### src/rtl/ps2_key_frontend_if.sv
// ps2_key_frontend_if
//   Consumer-side bus of the PS/2 key front end: the scan-code FIFO head,
//   its valid flag, the sticky overflow flag and the pop request.
//   master : the consumer (drives rd_en, observes the FIFO head)
//   slave  : the front end (serves the FIFO head, accepts rd_en)
interface ps2_key_frontend_if;
  logic       rd_en;
  logic [7:0] fifo_data;
  logic       fifo_valid;
  logic       overflow;

  modport master (
    output rd_en,
    input  fifo_data,
    input  fifo_valid,
    input  overflow
  );

  modport slave (
    input  rd_en,
    output fifo_data,
    output fifo_valid,
    output overflow
  );
endinterface

### src/rtl/ps2_key_frontend.sv
// ps2_key_frontend
//   Receives raw PS/2 keyboard frames, validates them, buffers good scan
//   codes in a small FIFO and tracks the held key plus a press counter that
//   feed the hex display decoders.
//
//   Optional build macro: PS2_PARITY_CHECK_EN
//     defined   - frames failing odd parity over data+parity are rejected
//     undefined - the parity bit is ignored (start/stop still checked)
//
// Ports
//   clk         system clock, rising edge
//   rst         synchronous active-low reset (0 = reset)
//   ps2_clk     PS/2 clock, asynchronous to clk
//   ps2_data    PS/2 data, asynchronous to clk
//   bus         slave side of ps2_key_frontend_if (rd_en, fifo_data,
//               fifo_valid, overflow)
//   frame_err   one-cycle pulse on a rejected or timed-out frame
//   key_code    make code of the most recently pressed key
//   key_down    key_code is currently held
//   press_count number of distinct key presses, modulo 256
module ps2_key_frontend #(
  parameter int FIFO_DEPTH     = 8,
  parameter int TIMEOUT_CYCLES = 50000
) (
  input  logic                     clk,
  input  logic                     rst,
  input  logic                     ps2_clk,
  input  logic                     ps2_data,
  ps2_key_frontend_if.slave        bus,
  output logic                     frame_err,
  output logic [7:0]               key_code,
  output logic                     key_down,
  output logic [7:0]               press_count
);

  localparam int AW = $clog2(FIFO_DEPTH);
  localparam int TW = $clog2(TIMEOUT_CYCLES + 1);

  typedef enum logic {
    ST_IDLE,
    ST_BREAK
  } trk_state_e;

  logic [2:0]    ps2c_sync_q, ps2c_sync_d;
  logic [1:0]    ps2d_sync_q, ps2d_sync_d;
  logic          fall;
  logic [3:0]    bit_cnt_q, bit_cnt_d;
  logic [9:0]    shift_q, shift_d;
  logic [TW-1:0] to_cnt_q, to_cnt_d;
  logic          frame_err_q, frame_err_d;
  logic          par_ok;
  logic          good_frame;
  logic [7:0]    rx_code;

  logic [7:0]    mem_q [FIFO_DEPTH];
  logic [AW:0]   wr_ptr_q, wr_ptr_d;
  logic [AW:0]   rd_ptr_q, rd_ptr_d;
  logic          overflow_q, overflow_d;
  logic          empty, full, do_push, do_pop;

  trk_state_e    state_q;
  logic [7:0]    key_code_q;
  logic          key_down_q;
  logic [7:0]    press_count_q;

  function automatic logic frame_ok(input logic start_bit, input logic stop_bit,
                                    input logic parity_good);
    return ~start_bit & stop_bit & parity_good;
  endfunction

`ifdef PS2_PARITY_CHECK_EN
  assign par_ok = ^shift_q[9:1];
`else
  assign par_ok = 1'b1;
`endif

  // ---- synchroniser / edge detect
  always_comb begin
    ps2c_sync_d = {ps2c_sync_q[1:0], ps2_clk};
    ps2d_sync_d = {ps2d_sync_q[0], ps2_data};
    fall        = ps2c_sync_q[2] & ~ps2c_sync_q[1];
  end

  // ---- frame receiver and timeout
  // Bits shift in from the top, so after ten edges shift_q[0] holds the start
  // bit, [8:1] the data byte and [9] parity; the stop bit is taken live.
  always_comb begin
    bit_cnt_d   = bit_cnt_q;
    shift_d     = shift_q;
    to_cnt_d    = to_cnt_q;
    frame_err_d = 1'b0;
    good_frame  = 1'b0;
    rx_code     = shift_q[8:1];
    if (fall) begin
      to_cnt_d = '0;
      if (bit_cnt_q == 4'd10) begin
        bit_cnt_d = '0;
        if (frame_ok(shift_q[0], ps2d_sync_q[1], par_ok)) begin
          good_frame = 1'b1;
        end else begin
          frame_err_d = 1'b1;
        end
      end else begin
        bit_cnt_d = bit_cnt_q + 4'd1;
        shift_d   = {ps2d_sync_q[1], shift_q[9:1]};
      end
    end else if (bit_cnt_q != 4'd0) begin
      if (to_cnt_q == TW'(TIMEOUT_CYCLES - 1)) begin
        bit_cnt_d   = '0;
        to_cnt_d    = '0;
        frame_err_d = 1'b1;
      end else begin
        to_cnt_d = to_cnt_q + TW'(1);
      end
    end else begin
      to_cnt_d = '0;
    end
  end

  // ---- scan-code FIFO
  // A full FIFO still accepts a push when the same cycle pops the head.
  always_comb begin
    empty      = (wr_ptr_q == rd_ptr_q);
    full       = (wr_ptr_q[AW] != rd_ptr_q[AW]) &&
                 (wr_ptr_q[AW-1:0] == rd_ptr_q[AW-1:0]);
    do_pop     = bus.rd_en & ~empty;
    do_push    = good_frame & (~full | do_pop);
    wr_ptr_d   = wr_ptr_q + (AW+1)'(do_push);
    rd_ptr_d   = rd_ptr_q + (AW+1)'(do_pop);
    overflow_d = overflow_q | (good_frame & full & ~do_pop);
  end

  always_ff @(posedge clk) begin
    if (!rst) begin
      ps2c_sync_q <= 3'b111;
      ps2d_sync_q <= 2'b11;
      bit_cnt_q   <= '0;
      to_cnt_q    <= '0;
      frame_err_q <= 1'b0;
      wr_ptr_q    <= '0;
      rd_ptr_q    <= '0;
      overflow_q  <= 1'b0;
    end else begin
      ps2c_sync_q <= ps2c_sync_d;
      ps2d_sync_q <= ps2d_sync_d;
      bit_cnt_q   <= bit_cnt_d;
      to_cnt_q    <= to_cnt_d;
      frame_err_q <= frame_err_d;
      wr_ptr_q    <= wr_ptr_d;
      rd_ptr_q    <= rd_ptr_d;
      overflow_q  <= overflow_d;
    end
  end

  always_ff @(posedge clk) begin
    shift_q <= shift_d;
    if (do_push) begin
      mem_q[wr_ptr_q[AW-1:0]] <= rx_code;
    end
  end

  // ---- key tracker
  always_ff @(posedge clk) begin
    if (!rst) begin
      state_q       <= ST_IDLE;
      key_code_q    <= 8'h00;
      key_down_q    <= 1'b0;
      press_count_q <= 8'h00;
    end else if (good_frame) begin
      case (state_q)
        ST_IDLE: begin
          if (rx_code == 8'hF0) begin
            state_q <= ST_BREAK;
          end else if (rx_code != 8'hE0 &&
                       !(key_down_q && rx_code == key_code_q)) begin
            key_code_q    <= rx_code;
            key_down_q    <= 1'b1;
            press_count_q <= press_count_q + 8'd1;
          end
        end
        ST_BREAK: begin
          if (rx_code != 8'hE0) begin
            if (rx_code == key_code_q) begin
              key_down_q <= 1'b0;
            end
            state_q <= ST_IDLE;
          end
        end
        default: state_q <= ST_IDLE;
      endcase
    end
  end

  assign bus.fifo_data  = empty ? 8'h00 : mem_q[rd_ptr_q[AW-1:0]];
  assign bus.fifo_valid = ~empty;
  assign bus.overflow   = overflow_q;
  assign frame_err      = frame_err_q;
  assign key_code       = key_code_q;
  assign key_down       = key_down_q;
  assign press_count    = press_count_q;

endmodule

### src/flat_wrapper.sv
// flat-port wrapper written by rule: the top's interface ports become plain ports
module ps2_key_frontend_flat 
#(
  parameter int FIFO_DEPTH     = 8,
  parameter int TIMEOUT_CYCLES = 50000
)
  (clk, rst, ps2_clk, ps2_data, frame_err, key_code, key_down, press_count, bus_rd_en, bus_fifo_data, bus_fifo_valid, bus_overflow);
  ps2_key_frontend_if bus_i ();
  input  logic clk;
  input  logic rst;
  input  logic ps2_clk;
  input  logic ps2_data;
  output logic frame_err;
  output logic [7:0] key_code;
  output logic key_down;
  output logic [7:0] press_count;
  input wire logic [$bits(bus_i.rd_en)-1:0] bus_rd_en;
  output wire logic [$bits(bus_i.fifo_data)-1:0] bus_fifo_data;
  output wire logic [$bits(bus_i.fifo_valid)-1:0] bus_fifo_valid;
  output wire logic [$bits(bus_i.overflow)-1:0] bus_overflow;
  assign bus_i.rd_en = bus_rd_en;
  assign bus_fifo_data = bus_i.fifo_data;
  assign bus_fifo_valid = bus_i.fifo_valid;
  assign bus_overflow = bus_i.overflow;
  ps2_key_frontend #(.FIFO_DEPTH(FIFO_DEPTH), .TIMEOUT_CYCLES(TIMEOUT_CYCLES)) u_core (.clk(clk), .rst(rst), .ps2_clk(ps2_clk), .ps2_data(ps2_data), .bus(bus_i), .frame_err(frame_err), .key_code(key_code), .key_down(key_down), .press_count(press_count));
endmodule
### config.mk
export PLATFORM = sky130hd
export DESIGN_NAME = ps2_key_frontend_flat
export DESIGN_NICKNAME = d
export VERILOG_FILES = /design/src/rtl/ps2_key_frontend_if.sv /design/src/rtl/ps2_key_frontend.sv /design/src/flat_wrapper.sv
export SDC_FILE = /design/constraint.sdc
export NUM_CORES = 1
export LEC_CHECK = 0
export CAP_MARGIN = 10
export CORE_UTILIZATION = 55
export DETAILED_ROUTE_END_ITERATION = 8
export GPL_TIMING_DRIVEN = 0
export PLACE_DENSITY = 0.77
export REMOVE_ABC_BUFFERS = 1
export SYNTH_ARGS = -nofsm -noshare
export SYNTH_HDL_FRONTEND = slang
export SYNTH_SLANG_ARGS = --single-unit
### constraint.sdc
create_clock -name clk -period 6.2 [get_ports clk]
set_clock_uncertainty 0.15 [all_clocks]
set_input_delay 1.55 -clock clk [delete_from_list [all_inputs] [get_ports clk]]
set_output_delay 1.55 -clock clk [all_outputs]
set_load 0.1 [all_outputs]
==> flow_summary.yaml, run 1 <==
worst_setup_path:
  cpLargestDelayFamily: "buffers and inverters"
  endpoint_kind: "primary output"
  reg2reg_from: "u_core.rd_ptr_q[1]"
  reg2reg_slack_ns: 3.22
  cp_num_buf_inv: 1
  critPathLaunchType: "flip-flop"
  ff2ff_path_depth: 7
  slowest_stage: "clkdlybuf4s50_1"
  criticalPathCategory: "flip-flop to primary output"
  crit_required_ns: 4.50
  cpPeakStageDelay_ns: 1.01
  arrival_ns: 3.62
  cp_max_fo: 19
  reg2reg_to: "u_core.rd_ptr_q[1]"
  worstPathCellList: "xnor2_1 -> nand3_1 -> nor2b_1 -> nor2_1 -> clkdlybuf4s50_1"
clocking:
  cts.sinks: 127
  cts_htree_levels: 4
  cts_hold_buf: 0
  numCtsBuffers: 17
  cts_resized: 0
  cts_max_path_buffers: 2
  tritoncts: "yes"
  clkSlewWorstSetupHoldPaths_ns: 0.06
  worstSkewPairLatency_ns: 0.51
  cts_setup_buffers: 0
  clock-root-buffer: "clkbuf_8"
logic_synthesis:
  synth_edf_count: 74
  yosysUniqueCellTypes: 40
  synth_warnings: 0
  synth.most_common_cell: "edfxtp_1"
  ys_ff_latch: 127
  synth-compound-area-share_pct: 2.94
  synth.mux.area_fraction_pct: 10.4
  synth_top_family_by_area: "simple AND/OR/NAND/NOR gates"
  syn_area_per_cell_um2: 13.2
  synth.top_cell.area_share_pct: 42.8
  yosys.area_share.simple_pct: 14.4
  synthXorXnorAreaFrac_pct: 5.06
  ys_async_sr_fraction_pct: 0
  synth_area_mm2: 0.00519
  synth_cells: 392
  synthAdderAreaFrac_pct: 2.17
  synth_common_cells: "edfxtp_1, dfxtp_1, nor2_1, nand2_1, mux2i_1"
  synth_top_area_cell: "edfxtp_1"
  synth_top_flop_cell: "edfxtp_1"
  yosysSeqAreaShare_pct: 63.3
  synth_area_leaders: "edfxtp_1, dfxtp_1, mux4_2"
detailed_routing:
  totalWireLength_mm: 9.42
  dr.pass1.iters: 4
  ant_nets: 0
  routedWlPerCell_um: 17.0
  drtIter0Drc: 185
  drc: 0
  vias: 3162
  via_per_inst: 5.71
timing:
  tns_ns: 0
  max_slew_margin_pct: 27.8
  fmax_ghz: 0.188
  hold_violations: 0
  drv_slew: 0
  final.period_utilization_pct: 85.8
  setup_violations: 0
  fin_crit_ns: 5.32
  tightest_slew_ns: 1.08
  rsz0062_at_grt: "false"
grt:
  grtUsageMet3_pct: 5.13
  grt_max_degree: 32
  grt.overflow.total: 0
  grt_antenna_before_repair: 0
  grtUsageMet1_pct: 25.6
  grt_pass1_vias: 3051
  gr-usage-met2_pct: 34.1
  grt_pass1_wl_mm: 14.9
  grt_usage_pct: 20.4
  grt_busiest_layer: "met2"
floorplanning:
  fp.dieW_um: 99.1
  pin_count: 33
  die_h_um: 99.1
  core_mm2: 0.00920
  dieArea_mm2: 0.00983
  initial_core_util_pct: 56.4
  fp-row-count: 35
placement:
  routabilityCongestion: 0.820
  dp_hpwl_mm: 5.96
  portBuffers: 32
  placed_cell_area_mm2: 0.00558
hold_path:
  hold_end: "u_core.ps2d_sync_q[1]"
  min_path_cells: 1
  min_from: "u_core.ps2d_sync_q[0]"
  hold_path.class: "flip-flop to flip-flop"
power_and_ir_drop:
  p_leak_nw: 2.04
  vdd_drop_max_v: 0.000205
  powerDensity_mw_per_mm2: 294
run:
  max_cap_violations: 0
layout:
  drive_above_1_share_pct: 12.0
  n_antenna_cell: 0
  fill_cells: 701
  design_area_mm2: 0.00616
  areaGrowthSynthToFinish_pct: 18.7
  final_nets: 444
status:
  status: "finished clean"
## flip-flops by register name, summed over array words and instances, names as in the netlist
signal,count
u_core.ps2c_sync_q,3
u_core.to_cnt_q,16
u_core.wr_ptr_q,4
u_core.ps2d_sync_q,2
u_core.bus.overflow,1
u_core.frame_err,1
u_core.bit_cnt_q,4
u_core.mem_q,64
u_core.key_code,8
u_core.key_down,1
u_core.state_q,1
u_core.rd_ptr_q,4
u_core.shift_q,10
u_core.press_count,8
## layout by cell type, fill, tap and decap left out, drive strengths merged, types with 3 or more instances in the layout
cell and instances:
clkdlybuf4s50 32, nor2b 3, nor4 5, ha 9
and2 6, xnor2 13, mux4 16, o31ai 7
a21oi 12, nor2 42, mux2i 18, nand3 15
edfxtp 74, or4 6, and3 6, nor3 9
xor2 17, nand2b 10, nand2 31, inv 8
nand4 4, dfxtp 53, clkinv 8, clkbuf 20
## worst max-delay path by stage
stage,startpoint,endpoint,slack [ns],cells past startpoint
6_report,u_core.rd_ptr_q[1],bus_fifo_data[0],0.88,5
3_3_place_gp,u_core.rd_ptr_q[0],bus_fifo_data[0],1.15,5
2_1_floorplan,u_core.rd_ptr_q[0],bus_fifo_data[0],1.89,3
4_1_cts,u_core.rd_ptr_q[0],bus_fifo_data[0],0.55,5
5_1_grt,u_core.rd_ptr_q[1],bus_fifo_data[1],0.64,5
3_5_place_dp,u_core.rd_ptr_q[0],bus_fifo_data[0],1.13,5
## routing by layer
metal  routed length [um]  vias to the layer above
met3                  396                       11
met5                    0                        -
li1                     -                     1518
met1                 4210                     1561
met4                  114                        0
met2                 4700                       72
## logic make-up (layout without fill, tap and decap cells)
group | after synthesis | in the layout
XOR/XNOR | 30 | 30
AND/OR/NAND/NOR | 146 | 146
flip-flops | 127 | 127
AO/OA/AOI/OAI | 25 | 25
buffers and inverters | 21 | 72
multiplexers | 34 | 34
adder cells (fa/ha/maj) | 9 | 9
## metrics by stage
stage / setup WS [ns] / hold WS [ns] / utilization [%] / cells / total power [mW]
2_1_floorplan: 1.89 / 0.236 / - / 377 / 0.922
3_3_place_gp: 1.15 / 0.240 / 60.7 / 520 / 0.932
3_5_place_dp: 1.13 / 0.246 / 60.7 / 520 / 0.933
4_1_cts: 0.552 / 0.262 / 66.5 / 552 / 1.82
5_1_grt: 0.645 / 0.274 / 67.0 / 554 / 1.86
6_report: 0.883 / 0.258 / 67.0 / 554 / 1.81
## power breakdown
group	switching, mW	internal (mW)	leakage, nW
registers	0.00570	0.891	1.09
logic	0.0125	0.00640	0.672
clock network	0.344	0.548	0.269
total	0.362	1.45	2.04
## final cells by class
class	instances	area, um^2	area share [%]
timing repair buffer	34	355	5.77
clock buffer	20	447	7.25
clock inverter	12	88.8	1.44
multi-input combinational	244	1820	29.6
tap	111	139	2.26
sequential	127	3280	53.3
inverter	6	22.5	0.366
## worst register-to-register path, cell delays in order, from the launching register on
cell and delay, ns:
dfxtp_1 0.93, xnor2_1 0.19, nand3_1 0.14, nor2b_1 0.68
nor2b_1 0.12, ha_1 0.24, ha_1 0.27, and2_1 0.15
Power figures use the tool's default switching activity.
==> run 2: changes to the inputs <==
CAP_MARGIN = 20   (was 10)
CELL_PAD_IN_SITES_DETAIL_PLACEMENT = 2   (was not set)
CELL_PAD_IN_SITES_GLOBAL_PLACEMENT = 2   (was not set)
CORE_UTILIZATION = 45   (was 55)
PLACE_DENSITY = 0.87   (was 0.77)
==> run 2 against run 1 <==
Net effect:
- design area is 1.8% higher
- flip-flop and latch count unchanged
- sequential share of layout area is 0.96 points lower
- final cell count grew 5.8%
- first-iteration DRC count shrank 38%
- via count grew 7.2%
- clock-buffer cell count is 2 lower
- setup slack worse by 0.048 ns
- routed wire length is 65% higher
- combinational power increased by 23%
- utilization is 10 points lower
- non-clock buffer count up 3
- critical path type unchanged
- largest cell class unchanged
- largest power group is now clock
==> flow_summary.yaml, run 2 (synthesized netlist as in run 1, its figures left out) <==
grt:
  grt_pass1_wl_mm: 23.1
  grt_pass1_vias: 3809
  grt.overflow.total: 0
  grt_max_degree: 32
  grt_usage_pct: 28.1
  grt_antenna_before_repair: 0
timing:
  hold_violations: 0
  final.period_utilization_pct: 86.5
  max_slew_margin_pct: 29.0
  fin_crit_ns: 5.37
  tightest_slew_ns: 1.06
  fmax_ghz: 0.186
  drv_slew: 0
  hold_ws_ns: 0.311
  rsz0062_at_grt: "false"
  setup_violations: 0
  tns_ns: 0
worst_setup_path:
  endpoint_kind: "primary output"
  criticalPathCategory: "flip-flop to primary output"
  critPathLaunchType: "flip-flop"
  crit_required_ns: 4.50
  cp_max_fo: 19
  arrival_ns: 3.67
clocking:
  cts_hold_buf: 0
  tritoncts: "yes"
  clkSlewWorstSetupHoldPaths_ns: 0.05
  cts_setup_buffers: 0
  clock-root-buffer: "clkbuf_16"
  cts_resized: 0
  cts.sinks: 127
  worstSkewPairLatency_ns: 0.42
  cts_max_path_buffers: 2
  numCtsBuffers: 17
  cts_htree_levels: 4
detailed_routing:
  ant_nets: 0
  vias: 3391
  dr.pass1.iters: 4
  via_per_inst: 5.79
  totalWireLength_mm: 15.5
  routedWlPerCell_um: 26.5
  drc: 0
  drtIter0Drc: 115
placement:
  dp_hpwl_mm: 8.59
  portBuffers: 32
  routabilityCongestion: 0.759
power_and_ir_drop:
  p_leak_nw: 2.07
  powerDensity_mw_per_mm2: 308
  vdd_drop_max_v: 0.000221
  finalPower_mw: 1.93
layout:
  areaGrowthSynthToFinish_pct: 20.8
  largest_register_ffs: 64
  final_cell_mix: "edfxtp_1, dfxtp_1, nor2_1, clkdlybuf4s50_1, nand2_1"
  n_antenna_cell: 0
  mostFrequentLayoutCell: "edfxtp_1"
  drive_above_1_share_pct: 12.8
  final_nets: 447
run:
  max_cap_violations: 0
floorplanning:
  initial_core_util_pct: 47.1
  core_mm2: 0.0110
  fp.dieW_um: 109
  fp-row-count: 38
  pin_count: 33
  dieArea_mm2: 0.0120
  die_h_um: 109
hold_path:
  hold_path.class: "flip-flop to flip-flop"
status:
  status: "finished clean"
-- run 2: per-stage QoR --
stage,worst slack [ns],instances,instance area [um^2],util (%)
2_1_floorplan,1.89,377,5120,-
3_3_place_gp,1.16,549,5620,50.9
3_5_place_dp,1.30,552,5660,51.3
4_1_cts,0.819,584,6250,56.6
5_1_grt,0.688,586,6270,56.9
6_report,0.835,586,6270,56.9
-- run 2: per-layer routing --
metal / up-vias / GRT usage, % / wire, um
met5: - / 0 / 0
met4: 0 / 13.0 / 337
met3: 30 / 6.70 / 514
met2: 88 / 49.6 / 8350
met1: 1751 / 32.1 / 6310
li1: 1522 / - / -
-- run 2: final timing paths --
path                                       startpoint               endpoint  slack, ns  depth (start not counted)
worst max-delay path               u_core.rd_ptr_q[1]       bus_fifo_data[7]       0.83                          5
worst min-delay path            u_core.ps2c_sync_q[0]  u_core.ps2c_sync_q[1]       0.31                          1
worst min register to register  u_core.ps2c_sync_q[0]  u_core.ps2c_sync_q[1]       0.31                          1
worst max register to register     u_core.rd_ptr_q[1]     u_core.rd_ptr_q[2]       3.00                          8
-- run 2: cell type report --
type	instances	area [um^2]
clock inverter	14	148
tap	140	175
timing repair buffer	37	385
multi-input combinational	244	1820
sequential	127	3280
inverter	6	22.5
clock buffer	18	439
fill	1012	4760
-- run 2: critical path: stages, from the launching register on --
cell,delay [ns]
dfxtp_1,0.94
xnor2_1,0.19
nand3_1,0.15
nor2b_1,0.79
nor2_1,0.15
clkdlybuf4s50_1,1.01
-- run 2: report_power, final --
part	total [mW]	internal, mW	switching [mW]
registers	0.898	0.891	0.00702
logic	0.0232	0.00760	0.0156
clock network	1.01	0.633	0.375
==> run 3: changes to the inputs <==
ABC_AREA = 1   (was not set)
CORE_UTILIZATION = 41   (was 45)
PLACE_DENSITY = 0.86   (was 0.87)
TNS_END_PERCENT = 20   (was not set)
==> run 3 against run 2 <==
Net effect:
- worst hold slack worse by 0.026 ns
- via count rose by 29%
- maximum frequency decreased by 1.4%
- synthesized area up 10%
- routed wire length is 16% higher
- largest power group unchanged
- clock-buffer cell count increased by 3
==> flow_summary.yaml, run 3 <==
layout:
  final_nets: 639
  areaGrowthSynthToFinish_pct: 18.7
  multi_input_area_mm2: 0.00212
  largest_register_ffs: 64
  fill_cells: 1409
  final_cell_mix: "nor2_1, nand2_1, edfxtp_1, dfxtp_1, inv_1"
  finish.utilization_pct: 50.6
  ff_latch_area_mm2: 0.00328
  mostFrequentLayoutCell: "nor2_1"
  drive_above_1_share_pct: 11.6
  n_antenna_cell: 0
logic_synthesis:
  synth_area_leaders: "edfxtp_1, dfxtp_1, nor2_1"
  synth_cells: 592
  synth_edf_count: 74
  yosysUniqueCellTypes: 37
  synth_top_flop_cell: "edfxtp_1"
  synth.most_common_cell: "nor2_1"
  synth_area_mm2: 0.00572
  yosysSeqAreaShare_pct: 57.4
  synth_top_area_cell: "edfxtp_1"
  syn_area_per_cell_um2: 9.66
  synth.top_cell.area_share_pct: 38.9
  ys_async_sr_fraction_pct: 0
  synth_warnings: 0
  synth_common_cells: "nor2_1, nand2_1, edfxtp_1, dfxtp_1, inv_1"
  ys_ff_latch: 127
floorplanning:
  initial_core_util_pct: 42.7
  die_h_um: 120
  core_mm2: 0.0134
  dieArea_mm2: 0.0144
  fp.dieW_um: 120
  pin_count: 33
  fp-row-count: 42
detailed_routing:
  vias: 4388
  dr.pass1.iters: 4
  totalWireLength_mm: 18.0
  routedWlPerCell_um: 22.1
  via_per_inst: 5.39
  drtIter0Drc: 229
  ant_nets: 0
  drc: 0
hold_path:
  hold_path.class: "flip-flop to flip-flop"
  min_path_cells: 0
grt:
  grt_usage_pct: 27.3
  grt_pass1_vias: 4956
  grt_antenna_before_repair: 0
  grt_pass1_wl_mm: 28.5
  grt_max_degree: 33
  grt.overflow.total: 0
clocking:
  tritoncts: "yes"
  numCtsBuffers: 17
  cts_htree_levels: 4
  cts_resized: 0
  worstSkewPairLatency_ns: 0.43
  cts_max_path_buffers: 2
  cts.sinks: 127
  clock-root-buffer: "clkbuf_16"
  clkSlewWorstSetupHoldPaths_ns: 0.05
  cts_setup_buffers: 0
  cts_hold_buf: 0
power_and_ir_drop:
  swShare_pct: 20.2
  p_sw_mw: 0.397
  powerDensity_mw_per_mm2: 290
  p_leak_nw: 2.51
  comb_power_share_pct: 1.4
  vdd_drop_max_v: 0.000229
  p_seq_share_pct: 45.7
  pwr-share-clk_pct: 52.9
  internal_power_mw: 1.57
placement:
  routabilityCongestion: 0.772
  portBuffers: 32
  dp_hpwl_mm: 10.9
timing:
  tightest_slew_ns: 1.04
  setup_violations: 0
  max_slew_margin_pct: 30.7
  drv_slew: 0
  fmax_ghz: 0.184
  rsz0062_at_grt: "false"
  final.period_utilization_pct: 87.7
  fin_crit_ns: 5.44
  tns_ns: 0
  hold_violations: 0
worst_setup_path:
  arrival_ns: 3.74
  cp_max_fo: 32
  crit_required_ns: 4.50
  endpoint_kind: "primary output"
  criticalPathCategory: "flip-flop to primary output"
  reg2reg_slack_ns: 3.03
  critPathLaunchType: "flip-flop"
  ff2ff_path_depth: 7
run:
  max_cap_violations: 0
status:
  status: "finished clean"
[run 3: changes by cell type in the layout (fill, tap and decap cells not counted), moves of 8 or more]
cell / previous run / this run
nand3_1: 15 / 25
a31oi_1: 1 / 9
inv_1: 5 / 49
mux2i_1: 18 / 0
o21ai_0: 2 / 43
nand2b_1: 10 / 0
nand3_2: 0 / 9
o22ai_1: 0 / 8
nand2_1: 30 / 81
nor2_1: 41 / 112
mux4_2: 16 / 0
[run 3: power groups by stage]
stage / Combinational [mW] / Clock, mW / Sequential [mW]
2_1_floorplan: 0.0150 / 0 / 0.913
3_3_place_gp: 0.0238 / 0 / 0.915
3_5_place_dp: 0.0256 / 0 / 0.916
4_1_cts: 0.0271 / 1.06 / 0.898
5_1_grt: 0.0295 / 1.09 / 0.898
6_report: 0.0269 / 1.04 / 0.898
[run 3: worst paths after layout]
path                                            start                 end
worst max-delay path               u_core.rd_ptr_q[0]    bus_fifo_data[6]
worst max register to register     u_core.rd_ptr_q[1]  u_core.mem_q[1][2]
worst min-delay path            u_core.ps2d_sync_q[1]   u_core.shift_q[9]
worst min register to register  u_core.ps2d_sync_q[1]   u_core.shift_q[9]
[run 3: critical path: stages (launching register included)]
cell and delay [ns]:
dfxtp_1 0.77, inv_1 0.62, o21ai_0 0.39, o22ai_1 0.12, o21ai_0 0.31, a31oi_1 0.09
clkdlybuf4s50_1 1.01
[run 3: kinds of logic (layout without fill, tap and decap cells)]
logic type | count (synthesis) | after routing | synth area share, %
AO/OA/AOI/OAI | 79 | 79 | 7.73
buffers and inverters | 75 | 121 | 5.56
AND/OR/NAND/NOR | 273 | 273 | 22.9
XOR/XNOR | 29 | 29 | 4.44
flip-flops | 127 | 127 | 57.4
adder cells (fa/ha/maj) | 9 | 9 | 1.97
[run 3: area by class of cell]
| type | count | share of cell area (%) |
|---|---|---|
| clock buffers | 21 | 6.49 |
| clock inverters | 11 | 2.43 |
| inverters | 56 | 3.13 |
| multi-input cells | 390 | 31.2 |
| flip-flops and latches | 127 | 48.4 |
| well taps | 176 | 3.25 |
| repair buffers | 33 | 5.13 |
[run 3: per-layer routing]
| layer | routed length, um | track usage (%) | vias up | part of all wire [%] |
|---|---|---|---|---|
| li1 | - | - | 2036 | - |
| met1 | 7130 | 30.2 | 2255 | 40 |
| met2 | 9970 | 50.5 | 79 | 55 |
| met3 | 588 | 5.99 | 18 | 3.3 |
| met4 | 297 | 10.4 | 0 | 1.7 |
| met5 | 0 | 0 | - | 0 |
[run 3: metrics by stage]
stage / worst slack (ns) / hold slack (ns) / area [um^2] / power [mW] / std cells
2_1_floorplan: 0.836 / 0.243 / 5610 / 0.928 / 573
3_3_place_gp: 0.766 / 0.244 / 6150 / 0.938 / 781
3_5_place_dp: 1.17 / 0.250 / 6180 / 0.941 / 782
4_1_cts: 0.682 / 0.281 / 6790 / 1.99 / 814
5_1_grt: 0.553 / 0.292 / 6790 / 2.02 / 814
6_report: 0.761 / 0.285 / 6790 / 1.97 / 814
